**src/rtl/fetch_unit.sv**
```systemverilog
// fetch_unit: instruction fetch stage (PC, instruction register, valid flag, stall/branch handling).
// Optional macro FETCH_BOUNDS_CHECK_EN adds the PC range check and the HALT state.
`default_nettype none

module fetch_unit #(
   parameter int                     PC_WIDTH    = 8,
   parameter int                     INSTR_WIDTH = 8,
   parameter int                     MEM_DEPTH   = 16,
   parameter logic [PC_WIDTH-1:0]    RESET_PC    = '0
) (
   input  logic                      Clock,
   input  logic                      Reset,
   output logic [PC_WIDTH-1:0]       PC,
   input  logic [INSTR_WIDTH-1:0]    Instruction_Code,
   input  logic                      Stall,
   input  logic                      Branch_Taken,
   input  logic [PC_WIDTH-1:0]       Branch_Target,
   output logic [INSTR_WIDTH-1:0]    IR,
   output logic [PC_WIDTH-1:0]       IR_PC,
   output logic                      IR_Valid,
   output logic                      Halted
);

`ifdef FETCH_BOUNDS_CHECK_EN
   localparam bit BOUNDS_EN = 1'b1;
`else
   localparam bit BOUNDS_EN = 1'b0;
`endif

   // A memory at least as deep as the PC space never makes a PC out of range.
   localparam logic [PC_WIDTH:0] MEM_LIMIT =
      (MEM_DEPTH >= (1 << PC_WIDTH)) ? (PC_WIDTH+1)'(1 << PC_WIDTH)
                                     : (PC_WIDTH+1)'(MEM_DEPTH);

   typedef enum logic [0:0] {
      RUN  = 1'b0,
      HALT = 1'b1
   } state_t;

   state_t                 state;
   logic [PC_WIDTH-1:0]    pc_reg;
   logic [PC_WIDTH-1:0]    pc_next;
   logic                   pc_update;
   logic                   out_of_range;

   always_comb begin
      pc_next      = Branch_Taken ? Branch_Target : (pc_reg + PC_WIDTH'(1));
      pc_update    = Branch_Taken | ~Stall;
      out_of_range = BOUNDS_EN && ({1'b0, pc_next} >= MEM_LIMIT);
   end

   always_ff @(posedge Clock) begin
      if (Reset) begin
         state    <= RUN;
         pc_reg   <= RESET_PC;
         IR       <= '0;
         IR_PC    <= '0;
         IR_Valid <= 1'b0;
         Halted   <= 1'b0;
      end else begin
         case (state)
            RUN: begin
               if (Branch_Taken) begin
                  pc_reg   <= pc_next;
                  IR_Valid <= 1'b0;
               end else if (!Stall) begin
                  pc_reg   <= pc_next;
                  IR       <= Instruction_Code;
                  IR_PC    <= pc_reg;
                  IR_Valid <= 1'b1;
               end
               // Halt on the same edge that loads an out-of-range PC.
               if (pc_update && out_of_range) begin
                  state    <= HALT;
                  IR_Valid <= 1'b0;
                  Halted   <= 1'b1;
               end
            end
            HALT: begin
               IR_Valid <= 1'b0;
               Halted   <= 1'b1;
            end
            default: begin
               state <= RUN;
            end
         endcase
      end
   end

   assign PC = pc_reg;

endmodule

`default_nettype wire

```
**config.mk**
```make
export PLATFORM = sky130hd
export DESIGN_NAME = fetch_unit
export DESIGN_NICKNAME = d
export VERILOG_FILES = /design/src/rtl/fetch_unit.sv
export SDC_FILE = /design/constraint.sdc
export NUM_CORES = 1
export LEC_CHECK = 0
export ABC_CLOCK_PERIOD_IN_PS = 1200
export CORE_MARGIN = 8
export CORE_UTILIZATION = 38
export CTS_BUF_LIST = sky130_fd_sc_hd__clkbuf_8
export DETAILED_ROUTE_END_ITERATION = 6
export MAX_ROUTING_LAYER = met4
export PLACE_DENSITY = 0.82
export SKIP_CTS_REPAIR_TIMING = 1
export SYNTH_ARGS = -nofsm -noshare
export SYNTH_HDL_FRONTEND = slang
export SYNTH_SLANG_ARGS = --single-unit
export TNS_END_PERCENT = 10
```
**constraint.sdc**
```tcl
create_clock -name Clock -period 1.2 [get_ports Clock]
set_input_delay 0.24 -clock Clock [delete_from_list [all_inputs] [get_ports Clock]]
set_output_delay 0.24 -clock Clock [all_outputs]
set_load 0.03 [all_outputs]
```
Word-level counts from Yosys, hierarchy flattened
Index checks and enable logic that the tools add are counted.

storage, ports and cells
  word-level logic and storage cells = 22
  bits of input ports = 20
  output and inout bits = 26
  register bits after elaboration = 27

cells by class
  add/subtract/negate cells = 1
  equality and inequality tests = 2
  multiplexer cells = 8
  bitwise gates (word level) = 3
  reductions and logical operators = 2

operator list
  operator                                                                  number
  8-bit two-way mux                                                         3
  8-bit by 1-bit adder with 8-bit output (second input constant)            1
  1-bit two-way mux                                                         4
  3-bit inequality test (second input constant)                             1
  1-bit inverter                                                            3
  3-bit AND reduction                                                       1
  2-bit by 1-bit inequality test with 1-bit output (second input constant)  1
  1-bit case mux with 2 select lines                                        1
  2-bit AND reduction                                                       1

Depth between registers and ports, before layout
Gate-level depths: netlist (run 1).

  word-level depth = 4
  depth in mapped cells = 5
  gate-level depth less buffers = 4

Least setup slack after synthesis (run 1)
No wires, ideal clock.

  kind = register to register
  start = reg pc_reg[0], in the netlist PC[0]
  end = reg pc_reg[6], in the netlist PC[6]
  arrival = 1.466 ns
  setup time = 0.091 ns
  path slack = -0.357 ns
  data required time = 1.109 ns
  path buffers = 0
  cell stages (with the launch flop) = 5
  period minus slack after synthesis = 1.557 ns
  cells stage by stage = dfxtp_1 > ha_1 > nand2b_1 > or3_1 > a311oi_1

between the ends
  longest elaborated chain between the ends = 4

ends and longest elaborated chain
  item                                        line  text
  start: declaration                          41    logic [PC_WIDTH-1:0] pc_reg;
  start signal: assignment                    64    pc_reg <= pc_next;
  start signal: assignment                    67    pc_reg <= pc_next;
  8-bit by 1-bit adder with 8-bit output (*)  47    pc_next = Branch_Taken ? Branch_Target : (pc_reg + PC_WIDTH'(1));
  8-bit two-way mux (*)                       47
  8-bit two-way mux                           66    end else if (!Stall) begin
  8-bit two-way mux (*)                       63    if (Branch_Taken) begin

Mark *: on every way between the ends. The rest lies on a longest branch, timed or not. The select of a mux whose other input is x is not followed.
A chain may end at the register's enable or synchronous reset.

Final worst setup path (run 1)
  start = reg pc_reg[2], in the netlist PC[2]
  end = reg pc_reg[7], in the netlist PC[7]

Same word-level chain as after synthesis.

==> results.md, run 1 <==
* Status: finished with violations
* Failing checks: negative setup slack
* Hold_sp: Branch_Taken
* Antenna violations before repair at 0
* Top Metal Used: met4
* Final setup violation count at 3
* Register area share after synthesis at 48.72%
* Iter 0 DRT Violations at 42
* Syn avg cell area at 8.025 sq um
* DR vias at 1117
* Area contributors post-synth: dfxtp_1 (49%), nand2_1 (14%), a21oi_1 (9.3%)
* Post-synth cell types at 28
* Routed WL per cell at 15.12 um
* Critical path class: register to register
* Max_cap viols at 0
* Skew-Pair Late Insertion Delay at 0.26 ns
* GRT overflow at 0
* YS warnings at 0
* Skew final at 0.002223 ns
* Final net count at 208
* Pwr per Cell Area at 1079 nW/um^2
* R2r worst-path depth at 3
* Dpl cells at 213
* Clock-pin slew on the worst setup and hold paths at 0.08 ns
* IO Count at 46
* Post-synth top area cell: dfxtp_1
* Initial Utilization at 38.58%
* Hold depth at 3
* Drt via density at 5.147
* CTS tree: built
* DRT Wirelength at 3280 um
* Synthesized Nets at 149
* Final Cycle Share at 103.4%
* CP startpoint kind: register
* Die height at 67.99 um
* Final core area utilization at 62.83%
* Worst R2R Setup Slack at -0.04 ns
* Vias in the first global route at 1201
* Final Cell Area at 1673 sq um
* Worst Slack Setup Final at -0.04131 ns
* Static Leakage at 0.7028 nW
* Placed cell area at 1602 sq um
* CP required at 1.37 ns
* HPWL Detailed at 2558 um
* RSZ-0062 raised after global routing: yes
* Synthesis-stage register bit count at 25
* Met3 Wirelength at 247 um
* Clock tree buffer depth at 2
* Die X at 67.99 um
* Arrival time at the worst endpoint at 1.41 ns
* First-pass GRT wire length at 5395 um
* H-tree Lvls at 1
* Residual DRC count at 0
* Post-synth top area share at 48.72%
* Ant. Diodes at 0
* Final critical-path required period at 1.241 ns
* Synth Instances at 128
* Die Area at 4623 sq um
* Fin. Hold Viols at 0
* Met2 Wirelength at 1709 um
* Root Buffer: clkbuf_8
* Total GRT Usage at 15.43%
* Area delta synth->final at 62.85%
* Setup crit end kind: register
* Routed Antenna Nets at 0
* FP Rows at 19
* Port Buf Inserts at 44
* Fmax at 0.8056 GHz
* Core Area at 2663 sq um
* Post-Route M1 WL at 1289 um
* Peak supply drop at 0.9090 mV
* Num CTS Buffers at 3
* R2r endpoint: PC[7]
* Hold Crit Class: input pin to register
* DRT Pass-1 Iters at 4
* Worst r2r src: PC[2]
* CTS Sinks at 25
* Final Power at 1.805 mW
* Layout cells sized above 1 at 31.72%
* Slew Limit Fails at 0
* Largest net degree at the start of global routing at 17
* Worst Hold Path EP: IR_Valid
* Worst-path fanout max at 4
* WHS at 0.3224 ns
* Syn Std Cell Area at 1027 sq um
* Fin cells at 217
* Final GP Congestion at 0.8018
## metrics by stage
| step | TNS [ns] | setup slack [ns] |
|---|---|---|
| final | -0.1216 | -0.04131 |
| after global routing | -0.2495 | -0.08754 |
| after floorplan | -0.1745 | -0.06466 |
| after global placement | -7.438 | -0.4300 |
| after CTS | -2.528 | -0.2401 |
| after detailed placement | -8.690 | -0.5159 |
## per-layer routing
layer,up-vias,GRT usage [%]
met5,-,-
met4,0,5.627
met3,5,3.764
met2,40,27.78
met1,526,15.82
li1,546,-
## sequential cells by signal (all words and copies together), names as in the netlist
signal / count
PC: 8
IR_PC: 8
IR: 8
IR_Valid: 1
## critical path: stages (launching register included)
cell and delay, ns:
dfxtp_4 0.36, nand4_1 0.15, or4b_1 0.54, o311ai_1 0.09
## cells in the final DEF (no fill, tap or decap), drive strengths merged, types with 2 or more instances in the layout
cell type / instances
a211oi: 4
a21oi: 19
a311oi: 2
buf: 44
clkbuf: 3
clkdlybuf4s50: 17
dfxtp: 25
dlymetal6s2s: 2
inv: 4
nand2: 37
nand3: 2
nand4b: 2
nor2: 8
xor2: 3
## cells in the mapped netlist, drive strengths merged
master    n
o311ai    1
ha        1
conb      1
o21ai     1
nor2      8
buf       5
or4b      1
a311oi    2
o2111ai   1
a211oi    4
nand2    37
nand4     1
or2       1
nand2b    1
or4       1
mux2      1
dfxtp    25
or3       1
inv       3
nand3     2
xnor2     1
nand4b    2
clkbuf    4
a21oi    19
xor2      3
o31ai     1
## how the worst max path moves through the flow
stage | start | end | slack, ns
CTS | Stall | PC[6] | -0.24
finish | PC[2] | PC[7] | -0.04
floorplan | PC[1] | PC[5] | -0.06
detailed placement | Stall | PC[6] | -0.52
global placement | Stall | PC[6] | -0.43
global route | PC[1] | PC[7] | -0.09
## cell families after synthesis
group | after synthesis | share of synthesized area (%)
XOR/XNOR | 4 | 3.411
adder cells (fa/ha/maj) | 1 | 1.218
multiplexers | 1 | 1.096
AO/OA/AOI/OAI | 29 | 16.81
AND/OR/NAND/NOR | 55 | 23.27
other | 1 | 0.3651
flip-flops | 25 | 48.72
buffers and inverters | 12 | 5.115
## power by group
part / switching [mW] / total, mW / internal, mW
combinational: 0.216 / 0.415 / 0.199
sequential: 0.0384 / 0.908 / 0.870
clock: 0.253 / 0.482 / 0.229
total: 0.508 / 1.81 / 1.30
## area by class of cell
cell class / instances / area [sq um]
multi-input cells: 91 / 499.2
clock buffers: 3 / 41.29
clock inverters: 1 / 3.754
inverters: 3 / 11.26
flip-flops and latches: 25 / 521.8
fillers: 231 / 989.7
repair buffers: 63 / 556.8
well taps: 31 / 38.79
No activity file was read; power rests on OpenSTA's default activity.
==> run 2, diff against run 1 <==
--- a/config.mk
+++ b/config.mk
@@ -5,13 +5,13 @@
 export SDC_FILE = /design/constraint.sdc
 export NUM_CORES = 1
 export LEC_CHECK = 0
-export ABC_CLOCK_PERIOD_IN_PS = 1200
+export ABC_CLOCK_PERIOD_IN_PS = 1490
 export CORE_MARGIN = 8
-export CORE_UTILIZATION = 38
+export CORE_UTILIZATION = 46
 export CTS_BUF_LIST = sky130_fd_sc_hd__clkbuf_8
 export DETAILED_ROUTE_END_ITERATION = 6
 export MAX_ROUTING_LAYER = met4
-export PLACE_DENSITY = 0.82
+export PLACE_DENSITY = 0.92
 export SKIP_CTS_REPAIR_TIMING = 1
 export SYNTH_ARGS = -nofsm -noshare
 export SYNTH_HDL_FRONTEND = slang
==> constraint.sdc (replaced) <==
create_clock -name Clock -period 1.49 [get_ports Clock]
set_input_delay 0.298 -clock Clock [delete_from_list [all_inputs] [get_ports Clock]]
set_output_delay 0.298 -clock Clock [all_outputs]
set_load 0.03 [all_outputs]
==> run 2 against run 1 <==
Compared with the run above:
- the run now ends clean
- sequential share of layout area fell by 1.2 points
- hold slack improved by 0.071 ns
- register-to-register slack improved by 0.11 ns
- routed wire length fell by 1.8%
- critical path depth rose by 1
- combinational power fell by 23%
- sequential power fell by 20%
- setup slack improved by 0.089 ns
- critical path type is now input pin to register
- critical endpoint unchanged
==> results.md, run 2 (synthesized netlist as in run 1, its figures left out) <==
* Slew Limit Fails at 0 (unchanged)
* Final Power at 1.454 mW (-19%)
* Worst r2r src: PC[3]
* Final GP Congestion at 0.8377 (+4.5%)
* Die height at 63.26 um (-7.0%)
* Fmax at 0.6935 GHz
* IO Count at 46 (unchanged)
* Total GRT Usage at 14.80% (-0.63 points)
* Peak supply drop at 1.011 mV (+11%)
* CTS tree: built
* Pwr per Cell Area at 867.2 nW/um^2 (-20%)
* CP required at 1.66 ns (+0.29 ns)
* Hold depth at 2 (-1)
* Final setup violation count at 0 (-3)
* Internal Power at 1.038 mW (-20%)
* Ant. Diodes at 0 (unchanged)
* Die X at 63.26 um (-7.0%)
* Area delta synth->final at 63.22%
* Routed WL per cell at 15.56 um (+2.9%)
* Die Area at 4001 sq um (-13%)
* Clock-pin slew on the worst setup and hold paths at 0.08 ns (about the same)
* Worst-path fanout max at 2 (-2)
* Max_cap viols at 0 (unchanged)
* Worst R2R Setup Slack at 0.07 ns (+0.11 ns)
* Skew-Pair Late Insertion Delay at 0.27 ns (about the same)
* HPWL Detailed at 2204 um (-14%)
* Static Leakage at 1.014 nW (+44%)
* R2r worst-path depth at 4 (+1)
* Most frequent cells in the layout: nand2_1 (37), dlymetal6s2s_1 (26), dfxtp_1 (23)
* Clock share of power at 27.8% (+1.1 points)
* Status: complete, no violations
* Largest net degree at the start of global routing at 27 (+10)
* Hold Crit Class: input pin to register
* DRT Wirelength at 3220 um (-1.8%)
* First-pass GRT wire length at 4857 um (-10%)
* Core Area at 2170 sq um (-19%)
* Skew final at 0.001479 ns (-0.0007443 ns)
* Worst Hold Path EP: IR_Valid
* Clock tree buffer depth at 2 (unchanged)
* Routed Antenna Nets at 0 (unchanged)
* Final net count at 201 (-3.4%)
* Residual DRC count at 0 (unchanged)
* GRT overflow at 0 (unchanged)
* Hold_sp: Stall
* Setup crit end kind: register
* Port Buf Inserts at 44 (unchanged)
* Arrival time at the worst endpoint at 1.61 ns (+0.20 ns)
* Iter 0 DRT Violations at 63 (+50%)
* R2r endpoint: PC[7]
* FP Rows at 17 (-2)
* Switching Share at 28.63% (+0.50 points)
* Fin Setup TNS at 0 ns (+0.1216 ns)
* Fin. Hold Viols at 0 (unchanged)
* Commonest non-fill, non-tap cell in the layout: nand2_1
* Num CTS Buffers at 3 (unchanged)
* Layout cells sized above 1 at 10.06% (-22 points)
* CP startpoint kind: input pin
* Drt via density at 5.444 (+5.8%)
* Root Buffer: clkbuf_8
* DRT Pass-1 Iters at 4 (unchanged)
* Flop pwr share at 50.2% (about the same)
* Critical path class: input pin to register
* Power share of the combinational group at 22.0% (-1.0 points)
* Final Cycle Share at 96.78%
* CTS Sinks at 25 (unchanged)
* DR vias at 1127 (+0.90%)
* Initial Utilization at 47.35% (+8.8 points)
* Vias in the first global route at 1043 (-13%)
* Antenna violations before repair at 0 (unchanged)
* H-tree Lvls at 1 (unchanged)
* Sw Pwr at 0.4162 mW (-18%)
* RSZ-0062 raised after global routing: no
* Final critical-path required period at 1.442 ns
==> run 2: cell types whose count changed in the layout (fill, tap and decap cells not counted), sizes merged <==
cell,previous run,this run
clkdlybuf4s50,17,18
buf,44,12
dlymetal6s2s,2,26
==> run 2: layout make-up <==
type                    count  area, sq um
multi-input cells          91        474.2
clock buffers               3        41.29
inverters                   3        11.26
clock inverters             1        3.754
well taps                  28        35.03
flip-flops and latches     25        503.0
fillers                   159        493.0
repair buffers             56        608.1
==> run 2: through the flow <==
step	hold slack [ns]	cell area [sq um]	util, %	setup WS [ns]	cells
floorplan	0.3708	1030	-	0.03754	128
global placement	0.4411	1567	72.20	-0.2524	203
detailed placement	0.4475	1567	72.20	-0.3105	203
CTS	0.4593	1612	74.28	-0.2086	207
global route	0.4331	1677	77.28	0.002643	207
finish	0.3938	1677	77.28	0.04795	207
==> run 2: per-layer routing <==
layer / GRT usage, % / vias up / share of wire, %
met1: 16.17 / 517 / 41
li1: - / 532 / -
met2: 24.20 / 65 / 48
met4: 5.014 / 0 / 2.2
met3: 5.654 / 13 / 8.5
met5: - / - / 0
==> run 2: worst max path at each step <==
| stage | start | end | slack (ns) | depth (start not counted) |
|---|---|---|---|---|
| after CTS | PC[4] | PC[4] | -0.21 | 1 |
| after global routing | PC[2] | PC[5] | 0.003 | 4 |
| after detailed placement | Stall | PC[7] | -0.31 | 4 |
| after global placement | Stall | PC[7] | -0.25 | 4 |
| after floorplan | PC[2] | PC[7] | 0.04 | 3 |
| final | Branch_Taken | PC[7] | 0.05 | 4 |
==> run 2: power groups by stage <==
stage	Clock (mW)	Combinational (mW)	Sequential (mW)
after floorplan	0	0.0877	0.812
after global placement	0	0.314	0.744
after detailed placement	0	0.322	0.745
after CTS	0.394	0.324	0.730
after global routing	0.433	0.340	0.735
final	0.404	0.320	0.730
==> run 2: critical path, stage by stage <==
cell and delay, ns:
clkdlybuf4s50_1 0.42, or2_1 0.26, or4b_1 0.54, o311ai_1 0.10
==> run 3, diff against run 2 <==
--- a/config.mk
+++ b/config.mk
@@ -6,6 +6,7 @@
 export NUM_CORES = 1
 export LEC_CHECK = 0
 export ABC_CLOCK_PERIOD_IN_PS = 1490
+export CAP_MARGIN = 25
 export CORE_MARGIN = 8
 export CORE_UTILIZATION = 46
 export CTS_BUF_LIST = sky130_fd_sc_hd__clkbuf_8
==> results of run 3 <==
Same layout as run 2: the final DEF is identical, and so are final timing and power.
